### src/rtl/decode_stage.sv
// ----------------------------------------------------------------------------
// decode_stage
// Purpose: in-order decode for a 16-bit machine. Latches one instruction from
// fetch and reads both source registers through the combinational register
// file ports. It stalls while a needed source is busy, then presents the
// operands to execute. On the issue handshake it claims the destination
// register.
//
// Optional feature: define DECODE_FORWARD_EN to bypass a busy source from the
// execute write-back bus (storeNow/destReg/destVal) in the same cycle.
//
// Ports
//   clk, rst                   clock, synchronous active-high reset
//   instr, instrValid          instruction offered by fetch
//   instrReady                 decode accepts instr (IDLE only)
//   srcReg1, srcReg2           register file read addresses (IR rs1/rs2)
//   nextDestReg, destClaim     destination to claim, one-cycle claim pulse
//   srcRegVal1, srcRegVal2     register file read data
//   inuse1, inuse2             busy flags for srcReg1/srcReg2
//   storeNow, destReg, destVal snooped execute write-back
//   exValid, exReady           handshake to execute
//   exOpcode, exOpA, exOpB     issued opcode and operands
//   exDest                     issued destination register
//   halted                     HALT retired; decode frozen until reset
// ----------------------------------------------------------------------------
module decode_stage (
    input  logic        clk,
    input  logic        rst,
    input  logic [15:0] instr,
    input  logic        instrValid,
    output logic        instrReady,
    output logic [3:0]  srcReg1,
    output logic [3:0]  srcReg2,
    output logic [3:0]  nextDestReg,
    output logic        destClaim,
    input  logic [15:0] srcRegVal1,
    input  logic [15:0] srcRegVal2,
    input  logic        inuse1,
    input  logic        inuse2,
    input  logic        storeNow,
    input  logic [3:0]  destReg,
    input  logic [15:0] destVal,
    output logic        exValid,
    input  logic        exReady,
    output logic [3:0]  exOpcode,
    output logic [15:0] exOpA,
    output logic [15:0] exOpB,
    output logic [3:0]  exDest,
    output logic        halted
);

    localparam int unsigned W_DATA = 16;
    localparam int unsigned W_REG  = 4;
    localparam int unsigned W_OP   = 4;

    localparam logic [W_OP-1:0] OP_ALU_MAX = 4'hB;
    localparam logic [W_OP-1:0] OP_LOADI   = 4'hC;
    localparam logic [W_OP-1:0] OP_CMP     = 4'hD;
    localparam logic [W_OP-1:0] OP_HALT    = 4'hF;

    typedef enum logic [2:0] {
        S_IDLE,
        S_READ,
        S_STALL,
        S_ISSUE,
        S_HALTED
    } state_t;

    state_t              r_state;
    state_t              w_next;
    logic [W_DATA-1:0]   r_ir;
    logic                r_instr_ready;
    logic                r_ex_valid;
    logic                r_halted;
    logic [W_OP-1:0]     r_ex_opcode;
    logic [W_DATA-1:0]   r_ex_op_a;
    logic [W_DATA-1:0]   r_ex_op_b;
    logic [W_REG-1:0]    r_ex_dest;

    logic [W_OP-1:0]     w_op;
    logic [W_REG-1:0]    w_rd;
    logic [W_REG-1:0]    w_rs1;
    logic [W_REG-1:0]    w_rs2;
    logic                w_reads1;
    logic                w_reads2;
    logic                w_writes;
    logic                w_fwd1;
    logic                w_fwd2;
    logic                w_hazard;
    logic [W_DATA-1:0]   w_op_a;
    logic [W_DATA-1:0]   w_op_b;
    logic                w_claim;
    logic                w_latch_ops;

    // Instruction fields and opcode class decode
    assign w_op     = r_ir[15:12];
    assign w_rd     = r_ir[11:8];
    assign w_rs1    = r_ir[7:4];
    assign w_rs2    = r_ir[3:0];
    assign w_reads1 = (w_op <= OP_ALU_MAX) || (w_op == OP_CMP);
    assign w_reads2 = w_reads1;
    assign w_writes = (w_op <= OP_LOADI);

    // Write-back bypass match per source
`ifdef DECODE_FORWARD_EN
    assign w_fwd1 = storeNow && (destReg == w_rs1);
    assign w_fwd2 = storeNow && (destReg == w_rs2);
`else
    assign w_fwd1 = 1'b0;
    assign w_fwd2 = 1'b0;
    logic w_unused_snoop;
    assign w_unused_snoop = ^{storeNow, destReg, destVal};
`endif

    // Source hazard: a read source is busy and not being bypassed
    assign w_hazard = (w_reads1 && inuse1 && !w_fwd1) ||
                      (w_reads2 && inuse2 && !w_fwd2);

    // Operand selection; LOADI carries its immediate in the rs1/rs2 fields
    always_comb begin
        w_op_a = w_fwd1 ? destVal : srcRegVal1;
        w_op_b = w_fwd2 ? destVal : srcRegVal2;
        if (w_op == OP_LOADI) begin
            w_op_a = {8'h00, r_ir[7:0]};
            w_op_b = '0;
        end
    end

    // State register
    always_ff @(posedge clk) begin
        if (rst) r_state <= S_IDLE;
        else     r_state <= w_next;
    end

    // Next-state and handshake decode
    always_comb begin
        w_next      = r_state;
        w_claim     = 1'b0;
        w_latch_ops = 1'b0;
        case (r_state)
            S_IDLE: begin
                if (instrValid) w_next = S_READ;
            end
            S_READ, S_STALL: begin
                // HALT reads no sources, so it can never reach STALL
                if (w_op == OP_HALT) begin
                    w_next = S_HALTED;
                end else if (w_hazard) begin
                    w_next = S_STALL;
                end else begin
                    w_next      = S_ISSUE;
                    w_latch_ops = 1'b1;
                end
            end
            S_ISSUE: begin
                if (exReady) begin
                    w_claim = w_writes;
                    w_next  = S_IDLE;
                end
            end
            S_HALTED: w_next = S_HALTED;
            default:  w_next = S_IDLE;
        endcase
    end

    // Datapath and registered status outputs
    always_ff @(posedge clk) begin
        if (rst) begin
            r_ir          <= '0;
            r_instr_ready <= 1'b1;
            r_ex_valid    <= 1'b0;
            r_halted      <= 1'b0;
            r_ex_opcode   <= '0;
            r_ex_op_a     <= '0;
            r_ex_op_b     <= '0;
            r_ex_dest     <= '0;
        end else begin
            r_instr_ready <= (w_next == S_IDLE);
            r_ex_valid    <= (w_next == S_ISSUE);
            r_halted      <= (w_next == S_HALTED);
            if (r_state == S_IDLE && instrValid) r_ir <= instr;
            if (w_latch_ops) begin
                r_ex_opcode <= w_op;
                r_ex_op_a   <= w_op_a;
                r_ex_op_b   <= w_op_b;
                r_ex_dest   <= w_rd;
            end
        end
    end

    assign instrReady  = r_instr_ready;
    assign srcReg1     = w_rs1;
    assign srcReg2     = w_rs2;
    assign nextDestReg = w_rd;
    // The claim must coincide with the handshake, while nextDestReg still shows rd
    assign destClaim   = w_claim && !rst;
    assign exValid     = r_ex_valid;
    assign exOpcode    = r_ex_opcode;
    assign exOpA       = r_ex_op_a;
    assign exOpB       = r_ex_op_b;
    assign exDest      = r_ex_dest;
    assign halted      = r_halted;

endmodule
### config.mk
export PLATFORM = sky130hd
export DESIGN_NAME = decode_stage
export DESIGN_NICKNAME = d
export VERILOG_FILES = /design/src/rtl/decode_stage.sv
export SDC_FILE = /design/constraint.sdc
export NUM_CORES = 1
export LEC_CHECK = 0
export ABC_AREA = 1
export CORE_MARGIN = 2
export CORE_UTILIZATION = 45
export CTS_CLUSTER_SIZE = 40
export DETAILED_ROUTE_END_ITERATION = 7
export PLACE_DENSITY = 0.82
export SLEW_MARGIN = 20
export SYNTH_ARGS = -nofsm -noshare
export SYNTH_HDL_FRONTEND = slang
export SYNTH_SLANG_ARGS = --single-unit
### constraint.sdc
create_clock -name clk -period 3.05 [get_ports clk]
set_clock_uncertainty 0.15 [all_clocks]
set_input_delay 0.61 -clock clk [delete_from_list [all_inputs] [get_ports clk]]
set_output_delay 0.61 -clock clk [all_outputs]
set_load 0.05 [all_outputs]
# Word-level counts from Yosys, hierarchy flattened
# Index checks and enable logic that the tools add are counted.
# W data, S select, Z words.
word_totals:
  reg_bits: 62
  input_bits: 75
  output_inout_bits: 56
  word_cells: 42
classes:
  order_cmp: 2
  n_eq_ne: 9
  mux: 12
  n_reduce_logical: 10
op_table:
  columns: ["operator", "count"]
  rows:
  - ["$mux W16", 2]
  - ["$eq A4 B4 Y1 const B", 3]
  - ["$pmux W3 S4", 1]
  - ["$eq A3 B2 Y1 const B", 3]
  - ["$mux W3", 3]
  - ["$le A4 B4 Y1 const B", 2]
  - ["$eq A3 B3 Y1 const B", 2]
  - ["$logic_not A3 Y1", 2]
  - ["$mux W1", 6]
  - ["$logic_and A1 B1 Y1", 4]
  - ["$eq A3 B1 Y1 const B", 1]
  - ["$logic_or A1 B1 Y1", 2]
  - ["$reduce_or A2 Y1", 1]
  - ["$logic_not A1 Y1", 1]

# Logic depth before layout (Yosys ltp)
# Gate-level depths: netlist of run 1.
depth:
  depth_word: 8
  mapped_depth: 9
  mapped_depth_nobuf: 8

# Least setup slack after synthesis of run 1
# No wires, ideal clock.
synth_timing:
  kind: "input to output"
  startpoint: "input rst"
  endpoint: "output destClaim"
  arrival_time_ns: 1.463
  t_required_ns: 2.290
  setup_slack_ns: 0.827
  stages: 2
  path_buffers: 1
  cell_sequence: "clkbuf_1 -> nor2_1"
synth_between:
  elab_chain_cells: 2
synth_rtl:
  columns: ["element", "line", "source"]
  rows:
  - ["start: declaration", "28", "input logic rst,"]
  - ["$logic_not A1 Y1", "196", "assign destClaim = w_claim && !rst;"]
  - ["$logic_and A1 B1 Y1", "196", null]
  - ["end: declaration", "35", "output logic destClaim,"]
# Every way passes these cells.

# Worst setup path in the final report of run 1
layout_timing:
  startpoint: "input exReady"
  endpoint: "output destClaim"
layout_between:
  elab_chain_cells: 3
layout_rtl:
  columns: ["element", "line", "source"]
  rows:
  - ["start: declaration", "44", "input logic exReady,"]
  - ["$mux W1", "156", "if (exReady) begin"]
  - ["$mux W1", "140", "case (r_state)"]
  - ["$logic_and A1 B1 Y1", "196", null]
# Every way passes these cells.

==> impl_metrics.csv, run 1 <==
group,metric,value,unit
yosys,synth_fp_nets,508,
yosys,synth-main-ff-cell,"dfxtp_1",
setup_path,worstSetupPathType,"input port to primary output",
yosys,synth_compound_area_share,12.0,%
global_routing,first_global_vias,2693,
cts,htreeDepth,3,
global_routing,grt_first_pass_wirelength,11400,µm
floorplan,die_w,83.7,µm
setup_path,path_max_fanout,2,
yosys,synth.area.top_cells,"dfxtp_1, inv_1, nor2_1",
yosys,syn_area,2860,µm²
yosys,synth_top_area_cell,"dfxtp_1",
setup_path,reg2regPathDepth,5,
cts,postCtsSetupRepairBufs,0,
layout,seq_area,1240,µm²
yosys,synth_seq_cells,62,
setup_path,cp-start-kind,"input port",
global_routing,grt_usage,19.5,%
cts,clock_latency,330,ps
yosys,yosysWarnings,0,
sta,setup_violations,0,
sta,fin_crit_sh,75.6,%
cts,clock-sinks,62,
global_routing,antenna_found_initial,0,
layout,layout-drive-gt1-share,5.44,%
layout,nNetsFinal,603,
floorplan,ios,131,
cts,root_buffer,"clkbuf_8",
power_and_ir_drop,leakagePower,1.88,nW
setup_path,arrival,1550,ps
yosys,synthXorXnorAreaFrac,0,%
route,antenna_left,0,
floorplan,die_area,7010,µm²
sta,worstMarginPinSlew,971,ps
layout,multi_input_area,1020,µm²
floorplan,rows,29,
layout,syn_to_final_growth,42.7,%
placed_design,dp_hpwl,4740,µm
sta,finalHoldViolCount,0,
route,viasPerCell,4.52,
route,dr.pass1.iters,4,
yosys,synth_commonest_cells,"inv_1, nor2_1, nand2_1, dfxtp_1, o21ai_0",
worst_hold_path,hold_path.class,"flip-flop to flip-flop",
placed_design,gp_congestion,0.804,
power_and_ir_drop,max-vdd-ir-drop,0.326,mV
global_routing,overflow,0,
yosys,synthAdderAreaFrac,0,%
yosys,synth_edf_count,0,
setup_path,cp_data_required_time,2290,ps
sta,max-slew-margin-rel,35.2,%
route,num_vias,2759,
global_routing,grt_max_degree,54,
status,outcome,"finished, final reports clean",
flow_run,drv_cap,0,
cts,postCtsHoldBufs,0,
yosys,ys_types,20,
floorplan,coreArea,6240,µm²
sta,max_freq,0.434,GHz
floorplan,die_h,83.7,µm
yosys,syn_inst,433,
yosys,yosysSeqAreaShare,43.4,%
yosys,synth_area_per_cell,6.61,µm²
setup_path,critPathCaptureType,"primary output",
route,routedWlPerCell,10.9,µm
route,wirelength,6640,µm
power_and_ir_drop,finalPower,2.25,mW
yosys,muxShareOfSynthArea,0,%
yosys,synthSimpleGateAreaFrac,23.8,%
yosys,synth_top_cell_area_share,43.4,%
worst_hold_path,whs_path_depth,2,
route,drtIter0Drc,132,
yosys,synth_top_family_by_area,"simple AND/OR/NAND/NOR gates",
sta,fin_setup_tns,0,ps
sta,maxSlewViolCount,0,
placed_design,port_buffers,109,
cts,ctsLongestPathBuffers,2,
route,drc,0,
yosys,ys_async_sr_fraction,0,%
cts,tritoncts,"built",
power_and_ir_drop,powerDensity,551,nW/µm²
cts,numCtsBuffers,9,
layout,fill_cells,546,
cts,clk_pin_slew_worst_paths,60,ps
sta,finalCriticalPeriod,2310,ps
cts,cts_resized,0,
yosys,yosysMostFrequentCell,"inv_1",
floorplan,start_util,45.8,%
sta,rsz0062_at_grt,"no",
layout,antenna_cells,0,
==> layer usage <==
| metal | vias up | track usage (%) | part of all wire, % |
|---|---|---|---|
| li1 | 1459 | - | - |
| met1 | 1189 | 23.1 | 44 |
| met2 | 97 | 33.1 | 46 |
| met3 | 14 | 5.34 | 7.2 |
| met4 | 0 | 8.80 | 2.0 |
| met5 | - | 0 | 0 |
==> sequential cells by signal, summed over array words and instances (netlist names) <==
name        flops
r_state         3
exDest          4
exValid         1
instrReady      1
halted          1
exOpB          16
exOpcode        4
exOpA          16
r_ir           16
==> placed cells by master (no fill, tap or decap), types with 2 or more instances in the layout <==
master,instances
a21oi_1,19
buf_4,7
clkbuf_8,9
clkdlybuf4s50_1,108
clkinv_2,2
clkinvlp_4,3
dfxtp_1,62
inv_1,99
nand2_1,70
nand3_1,2
nand4_1,8
nor2_1,85
nor2_2,3
o21ai_0,33
o21ai_1,15
==> path summary, 6_finish.rpt <==
check                           slack (ps)               endpoint             startpoint
worst min register to register         320   r_ir[0]$_SDFFE_PP0P_   r_ir[0]$_SDFFE_PP0P_
worst min-delay path                   320   r_ir[0]$_SDFFE_PP0P_   r_ir[0]$_SDFFE_PP0P_
worst max-delay path                   740              destClaim                exReady
worst max register to register        1130  exOpB[1]$_SDFFE_PP0P_  r_ir[14]$_SDFFE_PP0P_
==> power breakdown <==
part,switching (mW),internal (mW),leakage (nW)
Combinational,0.401,0.237,1.28
Sequential,0.0403,0.880,0.507
Clock,0.315,0.374,0.0883
==> cells by family after synthesis <==
group	count (synthesis)
AND/OR/NAND/NOR	171
buffers and inverters	132
AO/OA/AOI/OAI	68
flip-flops	62
==> critical path, stage by stage <==
cell,delay (ps)
clkdlybuf4s50_1,480
o211ai_1,100
nor2_1,190
buf_12,170
==> metrics by stage <==
stage	instances	util, %	hold WS, ps	worst slack [ps]	instance area, µm²
3_3_place_gp	594	62.3	296	734	3890
6_report	610	65.4	316	743	4080
4_1_cts	610	65.4	319	732	4080
5_1_grt	610	65.4	352	711	4080
3_5_place_dp	594	62.3	307	683	3890
2_1_floorplan	433	-	289	827	2860
==> layout make-up <==
class,count,area share (%)
Clock buffer,10,3.13
Inverter,100,9.20
Multi-Input combinational cell,239,25.1
Tap cell,77,2.36
Timing Repair Buffer,116,28.3
Sequential cell,62,30.4
Clock inverter,6,1.53
(Power assumes the default switching activity.)
==> run 2: changes to the inputs <==
Settings changed: CORE_UTILIZATION 45 to 41, PLACE_DENSITY 0.82 to 0.75.
Clock period 3.05 ns to 2.21 ns, I/O delays scaled along.
==> run 2 against run 1 <==
Final cell count increased by 0.82%. Hold slack about the same. Sequential power increased by 38%. Largest cell class unchanged. Routed wire length increased by 2.3%. Via count increased by 0.83%. Critical path depth decreased by 3. Sequential share of layout area decreased by 0.98 points. Non-clock buffer count increased by 2. Worst setup slack got worse by 660 ps. Utilization decreased by 3.0 points. Total power increased by 56%.
==> impl_metrics.csv, run 2 (synthesis gave the netlist of run 1 again) <==
group,metric,value,unit
cts,htreeDepth,3,
placed_design,pre_cts_slack,157,ps
floorplan,rows,30,
layout,fill_cells,630,
setup_path,cp-start-kind,"flip-flop",
layout,final_common_cell,"clkdlybuf4s50_1",
power_and_ir_drop,powerDensity,829,nW/µm²
floorplan,ios,131,
placed_design,dp_hpwl,4740,µm
route,drtIter0Drc,69,
sta,maxSlewViolCount,0,
cts,numCtsBuffers,9,
cts,clock_latency,340,ps
layout,finalInstanceArea,4220,µm²
power_and_ir_drop,max-vdd-ir-drop,0.567,mV
route,num_vias,2782,
setup_path,critPathCaptureType,"primary output",
route,drc,0,
cts,clk_pin_slew_worst_paths,70,ps
setup_path,crit_family,"buffers and inverters",
sta,finalCriticalPeriod,2130,ps
placed_design,placed_cell_area,3950,µm²
global_routing,grt_max_degree,38,
floorplan,die_area,7660,µm²
sta,max-slew-margin-rel,52.2,%
sta,setup_slack,81.1,ps
setup_path,worstSetupPathType,"flip-flop to primary output",
cts,postCtsHoldBufs,0,
power_and_ir_drop,leakagePower,1.95,nW
layout,syn_to_final_growth,47.5,%
floorplan,die_h,87.5,µm
placed_design,port_buffers,109,
status,outcome,"finished, final reports clean",
setup_path,path_max_fanout,3,
route,dr.pass1.iters,4,
layout,antenna_cells,0,
worst_hold_path,hold_path.class,"flip-flop to flip-flop",
sta,finalHoldViolCount,0,
global_routing,overflow,0,
layout,multi_input_area,1020,µm²
floorplan,coreArea,6760,µm²
cts,ctsLongestPathBuffers,2,
global_routing,antenna_found_initial,0,
layout,layout-drive-gt1-share,5.98,%
floorplan,start_util,42.3,%
power_and_ir_drop,finalPower,3.50,mW
flow_run,drv_cap,0,
layout,seq_area,1240,µm²
layout,nNetsFinal,605,
setup_path,arrival,1540,ps
cts,root_buffer,"clkbuf_8",
sta,fin_setup_tns,0,ps
sta,setup_violations,0,
placed_design,gp_congestion,0.758,
floorplan,die_w,87.5,µm
sta,fin_crit_sh,96.3,%
global_routing,grt_usage,18.6,%
global_routing,grt_first_pass_wirelength,11300,µm
setup_path,critical-path-max-stage-delay,840,ps
route,viasPerCell,4.52,
sta,max_freq,0.470,GHz
route,antenna_left,0,
setup_path,cp_slowest_cell,"clkdlybuf4s50_1",
setup_path,worst-path-buf-inv,1,
cts,tritoncts,"built",
sta,worstMarginPinSlew,716,ps
cts,clock-sinks,62,
cts,postCtsSetupRepairBufs,0,
sta,rsz0062_at_grt,"no",
cts,cts_resized,0,
route,wirelength,6790,µm
layout,layout_common_cells,"clkdlybuf4s50_1, inv_1, nor2_1, nand2_1, dfxtp_1",
setup_path,path_cells,"clkdlybuf4s50_1",
route,routedWlPerCell,11.0,µm
global_routing,first_global_vias,2600,
setup_path,cp_data_required_time,1620,ps
[run 2: final timing paths]
kind	start	endpoint	slack [ps]	cells after the start
max reg2reg	r_ir[15]$_SDFFE_PP0P_	exOpcode[2]$_SDFFE_PP0P_	580	7
max	r_ir[11]$_SDFFE_PP0P_	nextDestReg[3]	80	1
min reg2reg	r_ir[4]$_SDFFE_PP0P_	r_ir[4]$_SDFFE_PP0P_	320	2
min	r_ir[4]$_SDFFE_PP0P_	r_ir[4]$_SDFFE_PP0P_	320	2
[run 2: final cells by class]
cell class,instances,area share (%)
Inverter,100,8.90
Clock buffer,9,2.94
Timing Repair Buffer,118,28.6
Clock inverter,7,3.47
Sequential cell,62,29.4
Multi-Input combinational cell,239,24.3
Tap cell,80,2.37
[run 2: power by group]
part	internal [mW]	total [mW]	switching (mW)	leakage, nW
Combinational	0.340	0.899	0.559	1.31
Clock	0.869	1.33	0.461	0.134
Sequential	1.21	1.27	0.0548	0.507
Total	2.42	3.50	1.08	1.95
[run 2: per-layer routing]
layer / wire length (µm) / vias to the layer above / global-route usage (%)
li1: - / 1461 / -
met1: 3040 / 1233 / 21.9
met2: 3190 / 81 / 31.6
met3: 488 / 7 / 5.88
met4: 63 / 0 / 7.13
met5: 0 / - / 0
[run 2: through the flow]
step,cells,hold WS [ps],utilization (%)
2_1_floorplan,433,289,-
3_3_place_gp,599,299,58.4
3_5_place_dp,599,305,58.4
4_1_cts,615,316,62.4
5_1_grt,615,335,62.4
6_report,615,315,62.4
[run 2: worst min-delay path, stage by stage, from the launching register on]
cell	delay, ps
dfxtp_1	310
inv_1	60
a21oi_1	50
==> run 3: changes to the inputs <==
Settings changed: CORE_UTILIZATION 41 to 60, DONT_BUFFER_PORTS set to 1, PLACE_DENSITY 0.75 to 0.72, TNS_END_PERCENT set to 10.
==> run 3 against run 2 <==
Clock power fell by 39%. Routed wire length fell by 18%. Highest routed layer unchanged. Register-to-register slack got worse by 30 ps.
==> impl_metrics.csv, run 3 (synthesis gave the netlist of run 1 again) <==
group,metric,value,unit
setup_path,worstReg2RegEnd,"exOpcode[1]$_SDFFE_PP0P_",
setup_path,arrival,1270,ps
status,outcome,"finished, final reports clean",
layout,layout_common_cells,"inv_1, nor2_1, nand2_1, dfxtp_1, o21ai_0",
setup_path,cp_data_required_time,1620,ps
sta,maxSlewViolCount,0,
sta,fin_setup_tns,0,ps
sta,finalCriticalPeriod,1860,ps
placed_design,port_buffers,0,
floorplan,die_w,73.0,µm
sta,worstMarginPinSlew,703,ps
sta,fin_crit_sh,84.1,%
route,dr.pass1.iters,5,
floorplan,coreArea,4660,µm²
route,antenna_left,0,
setup_path,reg2regPathDepth,7,
cts,ctsLongestPathBuffers,2,
route,wirelength,5570,µm
worst_hold_path,whs_path_depth,1,
layout,final_common_cell,"inv_1",
setup_path,rr_startpoint,"r_ir[15]$_SDFFE_PP0P_",
setup_path,ff2ff_setup_slack,550,ps
floorplan,rows,25,
layout,nNetsFinal,494,
cts,tritoncts,"built",
global_routing,grt_first_pass_wirelength,8940,µm
setup_path,critPathCaptureType,"primary output",
global_routing,first_global_vias,2064,
route,num_vias,2297,
route,drc,0,
sta,max_freq,0.538,GHz
setup_path,cp-start-kind,"flip-flop",
cts,numCtsBuffers,9,
global_routing,grt_max_degree,75,
floorplan,start_util,61.4,%
sta,finalHoldViolCount,0,
power_and_ir_drop,max-vdd-ir-drop,0.513,mV
cts,cts_resized,0,
setup_path,path_max_fanout,5,
power_and_ir_drop,powerDensity,927,nW/µm²
cts,root_buffer,"clkbuf_8",
cts,clock_latency,320,ps
cts,clk_pin_slew_worst_paths,60,ps
layout,antenna_cells,0,
floorplan,die_h,73.0,µm
floorplan,ios,131,
worst_hold_path,hold_path.class,"input port to flip-flop",
route,routedWlPerCell,11.7,µm
cts,postCtsSetupRepairBufs,0,
layout,finalNonFillerCells,476,
placed_design,post-place-cells,462,
layout,seq_area,1240,µm²
layout,layout-drive-gt1-share,5.92,%
cts,clock-sinks,62,
layout,multi_input_area,1020,µm²
route,drtIter0Drc,91,
sta,setup_violations,0,
flow_run,drv_cap,0,
layout,syn_to_final_growth,2.41,%
setup_path,worstSetupPathType,"flip-flop to primary output",
cts,postCtsHoldBufs,0,
worst_hold_path,hold_start,"rst",
global_routing,antenna_found_initial,0,
power_and_ir_drop,leakagePower,1.47,nW
floorplan,die_area,5340,µm²
cts,htreeDepth,3,
sta,max-slew-margin-rel,53.1,%
route,viasPerCell,4.83,
layout,fill_cells,470,
placed_design,dp_hpwl,3740,µm
global_routing,grt_usage,21.6,%
worst_hold_path,hold_end,"exDest[2]$_SDFFE_PP0P_",
placed_design,gp_congestion,0.776,
global_routing,overflow,0,
sta,rsz0062_at_grt,"no",
run 3: cell count changes in the layout (fill, tap and decap cells not counted):
cell             previous run  this run
bufinv_16                   4         0
clkinv_4                    3         0
buf_12                      4         1
clkdlybuf4s50_1           108         0
clkbuf_1                    0         2
clkinv_2                    0         2
clkbuf_8                    9        10
run 3: layout make-up:
cell class,instances,share of cell area (%)
Sequential cell,62,42.4
Tap cell,54,2.31
Clock buffer,12,4.96
Timing Repair Buffer,7,2.22
Inverter,100,12.8
Multi-Input combinational cell,239,35.0
Clock inverter,2,0.342
run 3: critical path, cell delays in order, from the launching register on:
cell      delay (ps)
dfxtp_1          400
nand2_1          110
o211ai_1         190
nor2_1            60
buf_4            180
run 3: layer usage:
metal | part of all wire [%] | global-route usage (%)
met5 | 0 | 0
met4 | 1.8 | 11.1
met3 | 9.1 | 7.60
met2 | 45 | 35.5
met1 | 44 | 24.5
run 3: through the flow:
| step | hold slack [ps] | util (%) | worst slack (ps) | total power, mW | area (µm²) |
|---|---|---|---|---|---|
| 2_1_floorplan | 289 | - | 323 | 1.90 | 2860 |
| 3_3_place_gp | 346 | 59.5 | 625 | 1.92 | 2770 |
| 4_1_cts | 11.1 | 62.8 | 327 | 2.75 | 2930 |
| 5_1_grt | 7.87 | 62.8 | 269 | 2.87 | 2930 |
| 6_report | 26.8 | 62.8 | 351 | 2.71 | 2930 |
| 3_5_place_dp | 364 | 59.5 | 565 | 1.93 | 2770 |
run 3: worst max path at each step:
stage | slack [ps] | to | startpoint
2_1_floorplan | 320 | destClaim | rst
3_3_place_gp | 620 | exOpA[1]$_SDFFE_PP0P_ | r_ir[15]$_SDFFE_PP0P_
3_5_place_dp | 570 | r_ir[7]$_SDFFE_PP0P_ | r_state[1]$_SDFF_PP0_
4_1_cts | 330 | destClaim | r_ir[15]$_SDFFE_PP0P_
5_1_grt | 270 | destClaim | r_ir[15]$_SDFFE_PP0P_
6_report | 350 | destClaim | r_ir[15]$_SDFFE_PP0P_
run 3: where the power goes:
group	leakage, nW	total [mW]	internal, mW	switching (mW)
combinational	0.885	0.329	0.119	0.210
sequential	0.507	1.57	1.21	0.356
clock	0.0821	0.815	0.422	0.393
